`config.mk`:
```
export PLATFORM = sky130hd
export DESIGN_NAME = llc_input_scheduler_flat
export DESIGN_NICKNAME = d
export VERILOG_FILES = /design/src/rtl/llc_input_scheduler_if.sv /design/src/rtl/llc_input_scheduler.sv /design/src/flat_wrapper.sv
export SDC_FILE = /design/constraint.sdc
export NUM_CORES = 1
export LEC_CHECK = 0
export CAP_MARGIN = 10
export CORE_UTILIZATION = 46
export CTS_BUF_LIST = sky130_fd_sc_hd__clkbuf_4
export CTS_CLUSTER_SIZE = 10
export DETAILED_ROUTE_END_ITERATION = 16
export PLACE_DENSITY_LB_ADDON = 0.25
export SYNTH_ARGS = -nofsm -noshare
export SYNTH_HDL_FRONTEND = slang
export SYNTH_SLANG_ARGS = --single-unit
export TNS_END_PERCENT = 100
```
`constraint.sdc`:
```
create_clock -name clk -period 6.2 [get_ports clk]
set_input_delay 0.62 -clock clk [delete_from_list [all_inputs] [get_ports clk]]
set_output_delay 0.62 -clock clk [all_outputs]
set_load 0.03 [all_outputs]
```
`src/rtl/llc_input_scheduler_if.sv`:
```
// Handshake bundle between the LLC input sources, the scheduler and the decode/lookup pipeline.
// master = source/pipeline side, slave = scheduler side.
interface llc_input_scheduler_if #(
    parameter int LINE_ADDR_W = 26
);
    logic                   rsp_valid;
    logic                   rsp_ready;
    logic [LINE_ADDR_W-1:0] rsp_addr;
    logic                   req_valid;
    logic                   req_ready;
    logic [LINE_ADDR_W-1:0] req_addr;
    logic                   grant_valid;
    logic                   grant_ready;
    logic [1:0]             grant_src;
    logic [LINE_ADDR_W-1:0] grant_addr;

    modport master (
        output rsp_valid, rsp_addr, req_valid, req_addr, grant_ready,
        input  rsp_ready, req_ready, grant_valid, grant_src, grant_addr
    );

    modport slave (
        input  rsp_valid, rsp_addr, req_valid, req_addr, grant_ready,
        output rsp_ready, req_ready, grant_valid, grant_src, grant_addr
    );
endinterface

```
`src/rtl/llc_input_scheduler.sv`:
```
// LLC input scheduler: rsp > replay > req arbitration with MSHR credits, set-conflict replay FIFO
// and anti-starvation. Optional per-source grant counters when LLC_SCHED_STATS_EN is defined.
module llc_input_scheduler #(
    parameter int N_MSHR       = 16,
    parameter int REPLAY_DEPTH = 4,
    parameter int STARVE_LIMIT = 8,
    parameter int LINE_ADDR_W  = 26
) (
    input  logic                           clk,
    input  logic                           rst,
    llc_input_scheduler_if.slave           bus,
    input  logic                           evict_stall,
    input  logic                           mshr_free,
    input  logic                           conflict,
    input  logic [LINE_ADDR_W-1:0]         conflict_addr,
    output logic [$clog2(N_MSHR+1)-1:0]    mshr_avail,
    output logic                           replay_full
`ifdef LLC_SCHED_STATS_EN
    ,
    output logic [31:0]                    stat_rsp,
    output logic [31:0]                    stat_req,
    output logic [31:0]                    stat_replay,
    output logic [31:0]                    stat_starve
`endif
);
    localparam int CW    = $clog2(N_MSHR + 1);
    localparam int PTR_W = $clog2(REPLAY_DEPTH);
    localparam int SW    = $clog2(STARVE_LIMIT + 1);

    typedef enum logic {IDLE, GRANT} state_t;
    state_t state_reg, state_next;

    logic [CW-1:0]          mshr_avail_reg;
    logic [CW:0]            credit_sum;
    logic [SW-1:0]          starve_cnt_reg;
    logic [1:0]             grant_src_reg;
    logic [LINE_ADDR_W-1:0] grant_addr_reg;

    logic [LINE_ADDR_W-1:0] fifo_mem [REPLAY_DEPTH];
    logic [PTR_W-1:0]       rd_ptr_reg, wr_ptr_reg;
    logic [PTR_W:0]         count_reg;
    logic                   fifo_empty, push_ok;

    logic load, starved, credit_ok;
    logic rsp_elig, rep_elig, req_elig;
    logic win_rsp, win_rep, win_req, any_win, take;

    assign fifo_empty  = (count_reg == '0);
    assign replay_full = (count_reg == (PTR_W+1)'(REPLAY_DEPTH));
    assign credit_ok   = (mshr_avail_reg != '0);
    assign starved     = (starve_cnt_reg == SW'(STARVE_LIMIT));
    assign load        = (state_reg == IDLE) || bus.grant_ready;

    assign rsp_elig = bus.rsp_valid;
    assign rep_elig = !fifo_empty && credit_ok && !evict_stall;
    assign req_elig = bus.req_valid && credit_ok && !evict_stall && !replay_full;

    always_comb begin
        win_rsp = 1'b0;
        win_rep = 1'b0;
        win_req = 1'b0;
        if (load) begin
            if (starved && (rep_elig || req_elig)) begin
                win_rep = rep_elig;
                win_req = !rep_elig;
            end else if (rsp_elig) begin
                win_rsp = 1'b1;
            end else if (rep_elig) begin
                win_rep = 1'b1;
            end else begin
                win_req = req_elig;
            end
        end
    end

    assign take    = win_rep || win_req;
    assign any_win = win_rsp || take;

    // FSM: state register / next state / outputs
    always_ff @(posedge clk or negedge rst) begin
        if (!rst) state_reg <= IDLE;
        else      state_reg <= state_next;
    end

    always_comb begin
        state_next = state_reg;
        case (state_reg)
            IDLE:    if (any_win) state_next = GRANT;
            GRANT:   if (bus.grant_ready) state_next = any_win ? GRANT : IDLE;
            default: state_next = IDLE;
        endcase
    end

    always_comb begin
        bus.grant_valid = (state_reg == GRANT);
        bus.rsp_ready   = win_rsp;
        bus.req_ready   = win_req;
        bus.grant_src   = grant_src_reg;
        bus.grant_addr  = grant_addr_reg;
        mshr_avail      = mshr_avail_reg;
    end

    always_ff @(posedge clk or negedge rst) begin
        if (!rst) begin
            grant_src_reg  <= 2'd0;
            grant_addr_reg <= '0;
        end else if (any_win) begin
            grant_src_reg  <= win_rsp ? 2'd0 : (win_req ? 2'd1 : 2'd2);
            grant_addr_reg <= win_rsp ? bus.rsp_addr :
                              (win_req ? bus.req_addr : fifo_mem[rd_ptr_reg]);
        end
    end

    // Starvation only counts rsp wins that actually pushed a ready replay/req aside
    always_ff @(posedge clk or negedge rst) begin
        if (!rst) begin
            starve_cnt_reg <= '0;
        end else if (take) begin
            starve_cnt_reg <= '0;
        end else if (win_rsp && (rep_elig || req_elig) && !starved) begin
            starve_cnt_reg <= starve_cnt_reg + SW'(1);
        end
    end

    // A conflict cancels the allocation made at grant time, so it returns a credit
    assign credit_sum = {1'b0, mshr_avail_reg} + (CW+1)'(mshr_free) + (CW+1)'(conflict)
                        - (CW+1)'(take);

    always_ff @(posedge clk or negedge rst) begin
        if (!rst)
            mshr_avail_reg <= CW'(N_MSHR);
        else if (credit_sum > (CW+1)'(N_MSHR))
            mshr_avail_reg <= CW'(N_MSHR);
        else
            mshr_avail_reg <= credit_sum[CW-1:0];
    end

    assign push_ok = conflict && (!replay_full || win_rep);

    always_ff @(posedge clk) begin
        if (push_ok) fifo_mem[wr_ptr_reg] <= conflict_addr;
    end

    always_ff @(posedge clk or negedge rst) begin
        if (!rst) begin
            rd_ptr_reg <= '0;
            wr_ptr_reg <= '0;
            count_reg  <= '0;
        end else begin
            if (push_ok) wr_ptr_reg <= wr_ptr_reg + PTR_W'(1);
            if (win_rep) rd_ptr_reg <= rd_ptr_reg + PTR_W'(1);
            count_reg <= count_reg + (PTR_W+1)'(push_ok) - (PTR_W+1)'(win_rep);
        end
    end

    a_credit_bound: assert property (@(posedge clk) disable iff (!rst)
        credit_sum <= (CW+1)'(N_MSHR));
    a_replay_overflow: assert property (@(posedge clk) disable iff (!rst)
        !(conflict && replay_full && !win_rep));

`ifdef LLC_SCHED_STATS_EN
    logic [3:0]  stat_inc;
    logic [31:0] stat_cnt_reg [4];

    assign stat_inc = {starved && rsp_elig && take, win_rep, win_req, win_rsp};

    generate
        for (genvar gi = 0; gi < 4; gi++) begin : g_stat
            always_ff @(posedge clk or negedge rst) begin
                if (!rst)              stat_cnt_reg[gi] <= '0;
                else if (stat_inc[gi]) stat_cnt_reg[gi] <= stat_cnt_reg[gi] + 32'd1;
            end
        end
    endgenerate

    assign stat_rsp    = stat_cnt_reg[0];
    assign stat_req    = stat_cnt_reg[1];
    assign stat_replay = stat_cnt_reg[2];
    assign stat_starve = stat_cnt_reg[3];
`endif
endmodule

```
`src/flat_wrapper.sv`:
```
// flat-port wrapper written by rule: the top's interface ports become plain ports
module llc_input_scheduler_flat 
#(
    parameter int N_MSHR       = 16,
    parameter int REPLAY_DEPTH = 4,
    parameter int STARVE_LIMIT = 8,
    parameter int LINE_ADDR_W  = 26
)
  (clk, rst, evict_stall, mshr_free, conflict, conflict_addr, mshr_avail, replay_full, bus_rsp_valid, bus_rsp_addr, bus_req_valid, bus_req_addr, bus_grant_ready, bus_rsp_ready, bus_req_ready, bus_grant_valid, bus_grant_src, bus_grant_addr);
  llc_input_scheduler_if #(.LINE_ADDR_W(LINE_ADDR_W)) bus_i ();
  input  logic clk;
  input  logic rst;
  input  logic evict_stall;
  input  logic mshr_free;
  input  logic conflict;
  input  logic [LINE_ADDR_W-1:0] conflict_addr;
  output logic [$clog2(N_MSHR+1)-1:0] mshr_avail;
  output logic replay_full;
  input wire logic [$bits(bus_i.rsp_valid)-1:0] bus_rsp_valid;
  input wire logic [$bits(bus_i.rsp_addr)-1:0] bus_rsp_addr;
  input wire logic [$bits(bus_i.req_valid)-1:0] bus_req_valid;
  input wire logic [$bits(bus_i.req_addr)-1:0] bus_req_addr;
  input wire logic [$bits(bus_i.grant_ready)-1:0] bus_grant_ready;
  output wire logic [$bits(bus_i.rsp_ready)-1:0] bus_rsp_ready;
  output wire logic [$bits(bus_i.req_ready)-1:0] bus_req_ready;
  output wire logic [$bits(bus_i.grant_valid)-1:0] bus_grant_valid;
  output wire logic [$bits(bus_i.grant_src)-1:0] bus_grant_src;
  output wire logic [$bits(bus_i.grant_addr)-1:0] bus_grant_addr;
  assign bus_i.rsp_valid = bus_rsp_valid;
  assign bus_i.rsp_addr = bus_rsp_addr;
  assign bus_i.req_valid = bus_req_valid;
  assign bus_i.req_addr = bus_req_addr;
  assign bus_i.grant_ready = bus_grant_ready;
  assign bus_rsp_ready = bus_i.rsp_ready;
  assign bus_req_ready = bus_i.req_ready;
  assign bus_grant_valid = bus_i.grant_valid;
  assign bus_grant_src = bus_i.grant_src;
  assign bus_grant_addr = bus_i.grant_addr;
  llc_input_scheduler #(.N_MSHR(N_MSHR), .REPLAY_DEPTH(REPLAY_DEPTH), .STARVE_LIMIT(STARVE_LIMIT), .LINE_ADDR_W(LINE_ADDR_W)) u_core (.clk(clk), .rst(rst), .bus(bus_i), .evict_stall(evict_stall), .mshr_free(mshr_free), .conflict(conflict), .conflict_addr(conflict_addr), .mshr_avail(mshr_avail), .replay_full(replay_full));
endmodule
```
==> impl_metrics.env <==
export IMPL_run_status="complete, no violations"
export IMPL_grt_pass1_vias=4269
export IMPL_grt_max_degree=57
export IMPL_hold_ws_ns=0.241
export IMPL_die_h_microns=122
export IMPL_synth_most_common_cell="edfxtp_1"
export IMPL_overflow=0
export IMPL_combPwrFrac_pct=39.4
export IMPL_syn2layout_area_growth_pct=25.7
export IMPL_fp_dieW_microns=122
export IMPL_p_leak_nw=3.00
export IMPL_rows=43
export IMPL_synth_area_leaders="edfxtp_1, dfrtp_1, mux4_2"
export IMPL_critPathLaunchType="flop"
export IMPL_switching_share_pct=35.0
export IMPL_synth_common_cells="edfxtp_1, inv_1, dfrtp_1, a21oi_1, nor3b_1"
export IMPL_arrival_ns=3.14
export IMPL_fin_nets=662
export IMPL_place_congestion=0.798
export IMPL_ys_seq_elements=149
export IMPL_p_int_mw=2.32
export IMPL_worst_path_max_fanout=54
export IMPL_dieArea_sq_mm=0.0148
export IMPL_yosysTopAreaCell="edfxtp_1"
export IMPL_ant_nets=0
export IMPL_hold_buffers=0
export IMPL_antenna_found_initial=0
export IMPL_hpwl_microns=9020
export IMPL_wl_microns=13600
export IMPL_ys_types=41
export IMPL_cts_root_buf="clkbuf_4"
export IMPL_ios=123
export IMPL_synth_async_reset_ratio_pct=30.2
export IMPL_clock_tree_buffer_depth=2
export IMPL_synth_area_sq_mm=0.00659
export IMPL_postCtsSetupRepairBufs=0
export IMPL_drv_slew=0
export IMPL_pwr_share_clk_pct=17.9
export IMPL_grt_use_total_pct=19.7
export IMPL_hold_violations=0
export IMPL_route_detailed_drc=0
export IMPL_synthCells=433
export IMPL_cts_tree="done"
export IMPL_port_buffers=122
export IMPL_synth_top_cell_area_share_pct=47.4
export IMPL_fmax_ghz=0.266
export IMPL_slew_limit_headroom_pct=29.8
export IMPL_vias=4077
export IMPL_insertion_delay_ns=0.55
export IMPL_yosys_warnings=0
export IMPL_yosysSeqAreaShare_pct=64.5
export IMPL_cts_sinks=149
export IMPL_coreArea_sq_mm=0.0139
export IMPL_ys_flop_type="edfxtp_1"
export IMPL_final_setup_tns_ns=0
export IMPL_initial_core_util_pct=47.3
export IMPL_via_per_inst=5.42
export IMPL_cts_buffers_inserted=17
export IMPL_rsz0062_at_grt="no"
export IMPL_endpoint_kind="output port"
export IMPL_cts_resized=0
export IMPL_path_clk_slew_ns=0.13
export IMPL_grt_pass1_wl_microns=21400
export IMPL_htree_levels=4
export IMPL_syn_num_nets=536
export IMPL_setup_worst_path_class="flop to output port"
export IMPL_layout_drive_gt1_share_pct=13.3
export IMPL_crit_required_ns=5.58
export IMPL_peakVddDrop_mv=0.236
export IMPL_setup_viol=0
export IMPL_drt_iter0_markers=234
export IMPL_p_sw_mw=1.25
export IMPL_period_share_pct=60.6
export IMPL_n_antenna_cell=0
export IMPL_postSynthAreaPerCell_sq_um=15.2
export IMPL_fin_skew_ns=0.0149
export IMPL_cap_violations=0
export IMPL_largest_register_ffs=104
export IMPL_dr_pass1_iters=4
export IMPL_wl_per_cell_microns=18.1
export IMPL_power_density_mw_per_mm2=432
export IMPL_worst_hold_path_type="input port to asynchronous set/reset pin"
export IMPL_power_frac_seq_pct=42.7
export IMPL_worst_pin_slew_ns=1.05
export IMPL_post_route_min_period_ns=3.76
export IMPL_synth_edff_count=104
==> routing by layer <==
layer | share of wire, % | up-vias | track usage [%]
met5 | 0 | - | 0
met4 | 2.2 | 0 | 8.95
met3 | 4.0 | 24 | 4.63
met2 | 51 | 82 | 32.9
met1 | 43 | 2091 | 24.5
li1 | - | 1880 | -
==> logic make-up (layout without fill, tap and decap cells) <==
| logic type | count (synthesis) | after routing | synth area share (%) |
|---|---|---|---|
| DFF | 149 | 149 | 64.5 |
| AOI/OAI and AO/OA | 69 | 69 | 7.90 |
| muxes | 26 | 26 | 8.89 |
| adders and majority gates | 17 | 17 | 3.57 |
| xor gates and xnor gates | 7 | 7 | 0.930 |
| buffers and inverters | 68 | 207 | 4.56 |
| and+or+nand+nor | 97 | 97 | 9.66 |
==> power by group through the flow <==
stage          registers, mW  clock network (mW)  logic [mW]
3_5_place_dp            1.56                   0        1.42
3_3_place_gp            1.54                   0        1.40
5_1_grt                 1.56               0.693        1.52
4_1_cts                 1.53               0.654        1.43
2_1_floorplan           1.67                   0       0.796
6_report                1.53               0.640        1.41
==> critical path, stage by stage, from the launching register on <==
cell and delay, ns:
dfrtp_1 0.39, inv_1 0.07, ha_1 0.19, nor4b_2 0.18, or2_1 0.32, nor3_4 0.18, buf_4 0.48, clkdlybuf4s50_1 0.77
==> worst paths after layout <==
path	cells past startpoint	to	slack, ns	startpoint
hold reg to reg	1	u_core.bus.grant_addr[21]$_DFFE_PN0P_	0.51	u_core.bus.grant_addr[21]$_DFFE_PN0P_
max in group asynchronous	1	u_core.rd_ptr_reg[0]$_DFFE_PN0P_	5.25	rst
hold / removal	1	u_core.bus.grant_addr[2]$_DFFE_PN0P_	0.24	rst
min in group clk	1	u_core.bus.grant_addr[21]$_DFFE_PN0P_	0.51	u_core.bus.grant_addr[21]$_DFFE_PN0P_
setup / recovery	7	bus_req_ready	2.44	u_core.mshr_avail[2]$_DFF_PN0_
setup reg to reg	15	u_core.mshr_avail[3]$_DFF_PN0_	2.47	u_core.mshr_avail[2]$_DFF_PN0_
==> layout by cell type (no fill, tap or decap), types with 3 or more instances in the layout <==
master and n:
and3_1 4, edfxtp_1 104, bufinv_16 3, nor3b_1 28
nand2_1 13, nor3_1 3, a21oi_1 28, and2_1 27
clkinv_4 3, o32a_1 26, clkdlybuf4s50_1 121, nor2_1 9
mux4_2 26, buf_4 8, nor3_4 3, xnor2_1 6
inv_1 45, clkbuf_4 18, clkinvlp_4 6, fa_1 3
o21ai_0 3, dfrtp_1 43, ha_1 14
==> area by class of cell <==
| type | count | area (sq um) |
|---|---|---|
| Tap cell | 180 | 225 |
| Timing Repair Buffer | 130 | 1280 |
| Sequential cell | 149 | 4250 |
| Clock inverter | 14 | 179 |
| Clock buffer | 18 | 135 |
| Fill cell | 1073 | 5650 |
| Multi-Input combinational cell | 216 | 2050 |
| Inverter | 45 | 169 |
==> stage by stage <==
step                      total power [mW]  worst slack [ns]  instances  util (%)  area, sq um
final                                 3.58              2.44        752      59.4         8280
after detailed placement              2.98              2.23        720      57.2         7970
after floorplan                       2.47              2.65        433         -         6590
after global placement                2.94              2.37        720      57.2         7970
after CTS                             3.62              2.37        752      59.4         8280
after global routing                  3.78              2.22        752      59.4         8280
No activity file was read; power rests on OpenSTA's default activity.
==> RTL change 1: new RTL, same settings <==
`STARVE_LIMIT` is set to 8 in 2 places; all go to 16.
--- a/src/rtl/llc_input_scheduler.sv
+++ b/src/rtl/llc_input_scheduler.sv
@@ -3,7 +3,7 @@
 module llc_input_scheduler #(
     parameter int N_MSHR       = 16,
     parameter int REPLAY_DEPTH = 4,
-    parameter int STARVE_LIMIT = 8,
+    parameter int STARVE_LIMIT = 16,
     parameter int LINE_ADDR_W  = 26
 ) (
     input  logic                           clk,
--- a/src/flat_wrapper.sv
+++ b/src/flat_wrapper.sv
@@ -3,7 +3,7 @@
 #(
     parameter int N_MSHR       = 16,
     parameter int REPLAY_DEPTH = 4,
-    parameter int STARVE_LIMIT = 8,
+    parameter int STARVE_LIMIT = 16,
     parameter int LINE_ADDR_W  = 26
 )
   (clk, rst, evict_stall, mshr_free, conflict, conflict_addr, mshr_avail, replay_full, bus_rsp_valid, bus_rsp_addr, bus_req_valid, bus_req_addr, bus_grant_ready, bus_rsp_ready, bus_req_ready, bus_grant_valid, bus_grant_src, bus_grant_addr);
Function: same outputs for any inputs over 4 cycles, from zero or initial values and one cycle with rst low; that may be too few to reach the edited logic, so the function may still have changed.
==> RTL change 1 against the original RTL <==
Design area is 2.1% higher; routed wire length is 10% higher; clock skew increased by 25 ps; combinational power shrank 6%; via count grew 4.4%; area after synthesis grew 2.0%; power is 0.23% higher; maximum frequency down 10%; first-iteration DRC count rose by 27%; worst setup slack worse by 440 ps; sequential cell count rose by 1; critical endpoint unchanged.
==> RTL change 1: results (changes against the original RTL) <==
status: "completed"
grt_max_degree: 47  # -18%
r2r_cells: 14  # -1
timing.critical_path.slowest_cell_delay_ps: 750  # -20 ps
peakVddDrop_uv: 191  # -19%
fin_worst_skew_ps: 40.0  # +25.0 ps
r2r_end: "u_core.mshr_avail[1]"
vias: 4255  # +4.4%
synth_cell_types: 49  # +20%
p_leak_nw: 2.99  # -0.40%
clk_pin_slew_ps: 150  # +20 ps
grt_pass1_wl_um: 23600  # +10%
synthesis.nets: 545  # +1.7%
cp.arrival_ps: 3580  # +440 ps
fin_cells: 761  # +1.2%
dr.pass1.iters: 5  # +1
dr.first_iter.drc_count: 298  # +27%
seq_area_frac_synth_pct: 63.6  # -0.89 points
nets: 670  # +1.2%
yosys-top-cells-count: "edfxtp_1, dfrtp_1, nor2_1, nand3_1, nand2b_1"
grt_antenna_before_repair: 1  # +1
grt_pass1_vias: 4446  # +4.1%
final_layout_size_suffix_gt1_share_pct: 18.1  # +4.8 points
netSwitchingPower_mw: 1.25  # -0.45%
hpwl_um: 10300  # +14%
synth_area_leaders: "edfxtp_1, dfrtp_1, mux4_2, a221oi_2, ha_1"
reg2reg_slack_ps: 2600  # +130 ps
num-fill-cells: 1081  # +0.75%
grt_usage_pct: 21.7  # +1.9 points
## RTL change 1: cell type report
class	count	area, um^2	share of cell area [%]
Sequential cell	150	4280	50.6
Multi-Input combinational cell	248	2260	26.7
Timing Repair Buffer	130	1280	15.1
Tap cell	180	225	2.66
Clock inverter	14	205	2.43
Clock buffer	18	135	1.60
Inverter	20	77.6	0.917
Antenna cell	1	2.50	0.0296
## RTL change 1: how the worst max path moves through the flow
stage / to / cells after the start / startpoint
4_1_cts: bus_req_ready / 7 / u_core.starve_cnt_reg[1]
3_3_place_gp: bus_req_ready / 6 / bus_grant_ready
6_report: bus_req_ready / 7 / u_core.starve_cnt_reg[1]
3_5_place_dp: bus_req_ready / 6 / bus_grant_ready
2_1_floorplan: u_core.mshr_avail[2] / 14 / u_core.mshr_avail[2]
5_1_grt: bus_req_ready / 7 / u_core.starve_cnt_reg[1]
## RTL change 1: stage by stage
stage	total power [mW]	instance area (um^2)	hold WS [ps]	setup slack, ps
after floorplan	2.41	6720	324	2870
after global placement	2.86	8110	502	2230
after detailed placement	2.91	8110	505	2190
after CTS	3.62	8450	243	1970
after global routing	3.79	8460	299	1780
final	3.58	8460	235	2000
## RTL change 1: worst register-to-register path, cell delays in order, from the launching register on
cell and delay [ps]:
dfrtp_1 420, inv_1 90, ha_1 170, or4b_1 500, nand4_1 280, nor2_1 80, ha_1 280, inv_1 40
fa_1 400, fa_1 440, a21oi_1 200, nor2_1 90, o2bb2ai_1 160, o311a_1 270, nor2b_1 80
## RTL change 1: cells by family after synthesis
group                    after synthesis  share of synthesized area, %
flip-flops                           150                          63.6
buffers and inverters                 44                          2.92
AO/OA/AOI/OAI                         71                          9.83
adder cells (fa/ha/maj)               17                          3.50
multiplexers                          27                          8.88
XOR/XNOR                               7                         0.912
AND/OR/NAND/NOR                      126                          10.4
## RTL change 1: per-layer routing
layer / global-route usage (%) / up-vias / wire, um
met5: 0 / - / 0
met4: 7.39 / 0 / 232
met3: 5.48 / 21 / 1190
met2: 35.1 / 175 / 7410
met1: 28.4 / 2118 / 6190
li1: - / 1941 / -
## RTL change 1: power groups by stage
stage / Sequential (mW) / Clock (mW) / Combinational, mW
after global routing: 1.58 / 0.764 / 1.44
after CTS: 1.55 / 0.721 / 1.34
after detailed placement: 1.57 / 0 / 1.34
after floorplan: 1.64 / 0 / 0.777
after global placement: 1.56 / 0 / 1.30
final: 1.55 / 0.710 / 1.33
==> RTL change 2: new RTL, same settings <==
Made on the original files. Compare `starve_cnt_reg` against `SW'(STARVE_LIMIT)` with >= in place of ==.
--- a/src/rtl/llc_input_scheduler.sv
+++ b/src/rtl/llc_input_scheduler.sv
@@ -48,7 +48,7 @@
     assign fifo_empty  = (count_reg == '0);
     assign replay_full = (count_reg == (PTR_W+1)'(REPLAY_DEPTH));
     assign credit_ok   = (mshr_avail_reg != '0);
-    assign starved     = (starve_cnt_reg == SW'(STARVE_LIMIT));
+    assign starved     = (starve_cnt_reg >= SW'(STARVE_LIMIT));
     assign load        = (state_reg == IDLE) || bus.grant_ready;
 
     assign rsp_elig = bus.rsp_valid;
Formal check against the unedited RTL: same outputs for any inputs over 4 cycles, from zero or initial values and one cycle with rst low; that may be too few to reach the edited logic, so the function may still have changed.
==> RTL change 2 against the original RTL <==
Area after synthesis fell by 0.23%; worst setup slack worse by 89 ps; die area shrank 0.22%; routed wire length rose by 14%; sequential share of layout area increased by 0.50 points; power shrank 2.6%; design area is 0.97% lower; sequential cell count is the same.
==> RTL change 2: results (changes against the original RTL) <==
status: "completed"
num-fill-cells: 1114  # +3.8%
synth_area_leaders: "edfxtp_1, dfrtp_1, mux4_2, a32oi_1, o211ai_1"
sw_frac_of_total_pct: 36.0  # +1.0 points
critPathLaunch: "u_core.mshr_avail[3]"
synthesis.nets: 516  # -3.7%
clk_pin_slew_ps: 110  # -20 ps
seq_area_frac_synth_pct: 64.6  # +0.15 points
dpl.cell_count: 697  # -3.2%
fin_cells: 729  # -3.1%
yosys-top-cells-count: "edfxtp_1, dfrtp_1, a21oi_1, a31oi_1"
slowest_stage: "clkdlybuf4s50_1"
comb_power_mw: 1.35  # -4%
post-place-ws_ps: 1990  # -241 ps
ctsResizeCount: 0  # unchanged
peakVddDrop_uv: 214  # -9.1%
reg2reg_slack_ps: 2400  # -70 ps
dr.first_iter.drc_count: 248  # +6.0%
timing.critical_path.slowest_cell_delay_ps: 740  # -30 ps
cts_root_buffer: "clkbuf_4"
htreeDepth: 4  # unchanged
place_area_mm2: 0.00793  # -0.52%
vias_per_cell: 5.83  # +7.6%
grt_antenna_before_repair: 0  # unchanged
tightest_slew_ps: 1120  # +66.1 ps
fin_worst_skew_ps: 17.1  # +2.16 ps
nets: 639  # -3.5%
drt-total-wl_um: 15500  # +14%
insertion_delay_ps: 560
grt_usage_pct: 22.4  # +2.6 points
grt_max_degree: 46  # -19%
largest_reg_flops: 104  # unchanged
cp_max_fo: 27  # -50%
synthFlopType: "edfxtp_1"
r2r_end: "u_core.mshr_avail[0]"
final_layout_size_suffix_gt1_share_pct: 16.2  # +2.9 points
hold_ws_ps: 261  # +20.0 ps
numCtsBuffers: 17  # unchanged
synth_cell_types: 52  # +27%
place_congestion: 0.785  # -1.6%
p_leak_nw: 2.85  # -5.2%
power_mw: 3.48  # -2.6%
r2r_cells: 13  # -2
postSynthCellCount: 413  # -4.6%
grt_pass1_wl_um: 23900  # +12%
clockBufferDepth: 2  # unchanged
grt_pass1_vias: 4530  # +6.1%
dr.pass1.iters: 4  # unchanged
cp.arrival_ps: 3230  # +90 ps
hpwl_um: 10100  # +12%
[RTL change 2: changes by cell type in the layout (fill, tap and decap cells not counted), sizes merged, moves of 8 or more]
cell    before  now
a31oi        0   27
a32oi        0   26
o211ai       0   26
o32a        26    0
nor3b       28    3
and2        27    3
inv         47   25
nand2       13    5
[RTL change 2: area by class of cell]
class | instances | area, um^2 | share of cell area, %
sequential | 149 | 4250 | 51.8
multi-input combinational | 211 | 2060 | 25.2
timing repair buffer | 132 | 1290 | 15.7
tap | 180 | 225 | 2.75
clock buffer | 22 | 165 | 2.01
clock inverter | 10 | 110 | 1.34
inverter | 25 | 96.3 | 1.17
[RTL change 2: how the worst max path moves through the flow]
| stage | endpoint | slack (ps) | cells past startpoint |
|---|---|---|---|
| 5_1_grt | u_core.mshr_avail[0] | 2160 | 13 |
| 4_1_cts | bus_rsp_ready | 2310 | 7 |
| 2_1_floorplan | u_core.mshr_avail[0] | 2610 | 13 |
| 6_report | bus_rsp_ready | 2350 | 7 |
| 3_3_place_gp | u_core.mshr_avail[0] | 2080 | 11 |
| 3_5_place_dp | u_core.mshr_avail[0] | 1990 | 11 |
[RTL change 2: cell families (layout without fill, tap and decap cells)]
family / after synthesis / after routing / synth area share, %
compound gates: 125 / 125 / 13.9
simple gates: 34 / 34 / 3.63
flops: 149 / 149 / 64.6
mux: 28 / 28 / 9.23
buf+inv: 53 / 189 / 4.13
xor+xnor: 7 / 7 / 0.932
fa+ha+maj: 17 / 17 / 3.58
[RTL change 2: per-layer routing]
metal | vias up | share of wire [%] | global-route usage [%]
met5 | - | 0 | 0
met4 | 0 | 1.4 | 7.79
met3 | 27 | 6.2 | 5.62
met2 | 164 | 50 | 36.8
met1 | 2142 | 43 | 29.0
li1 | 1919 | - | -
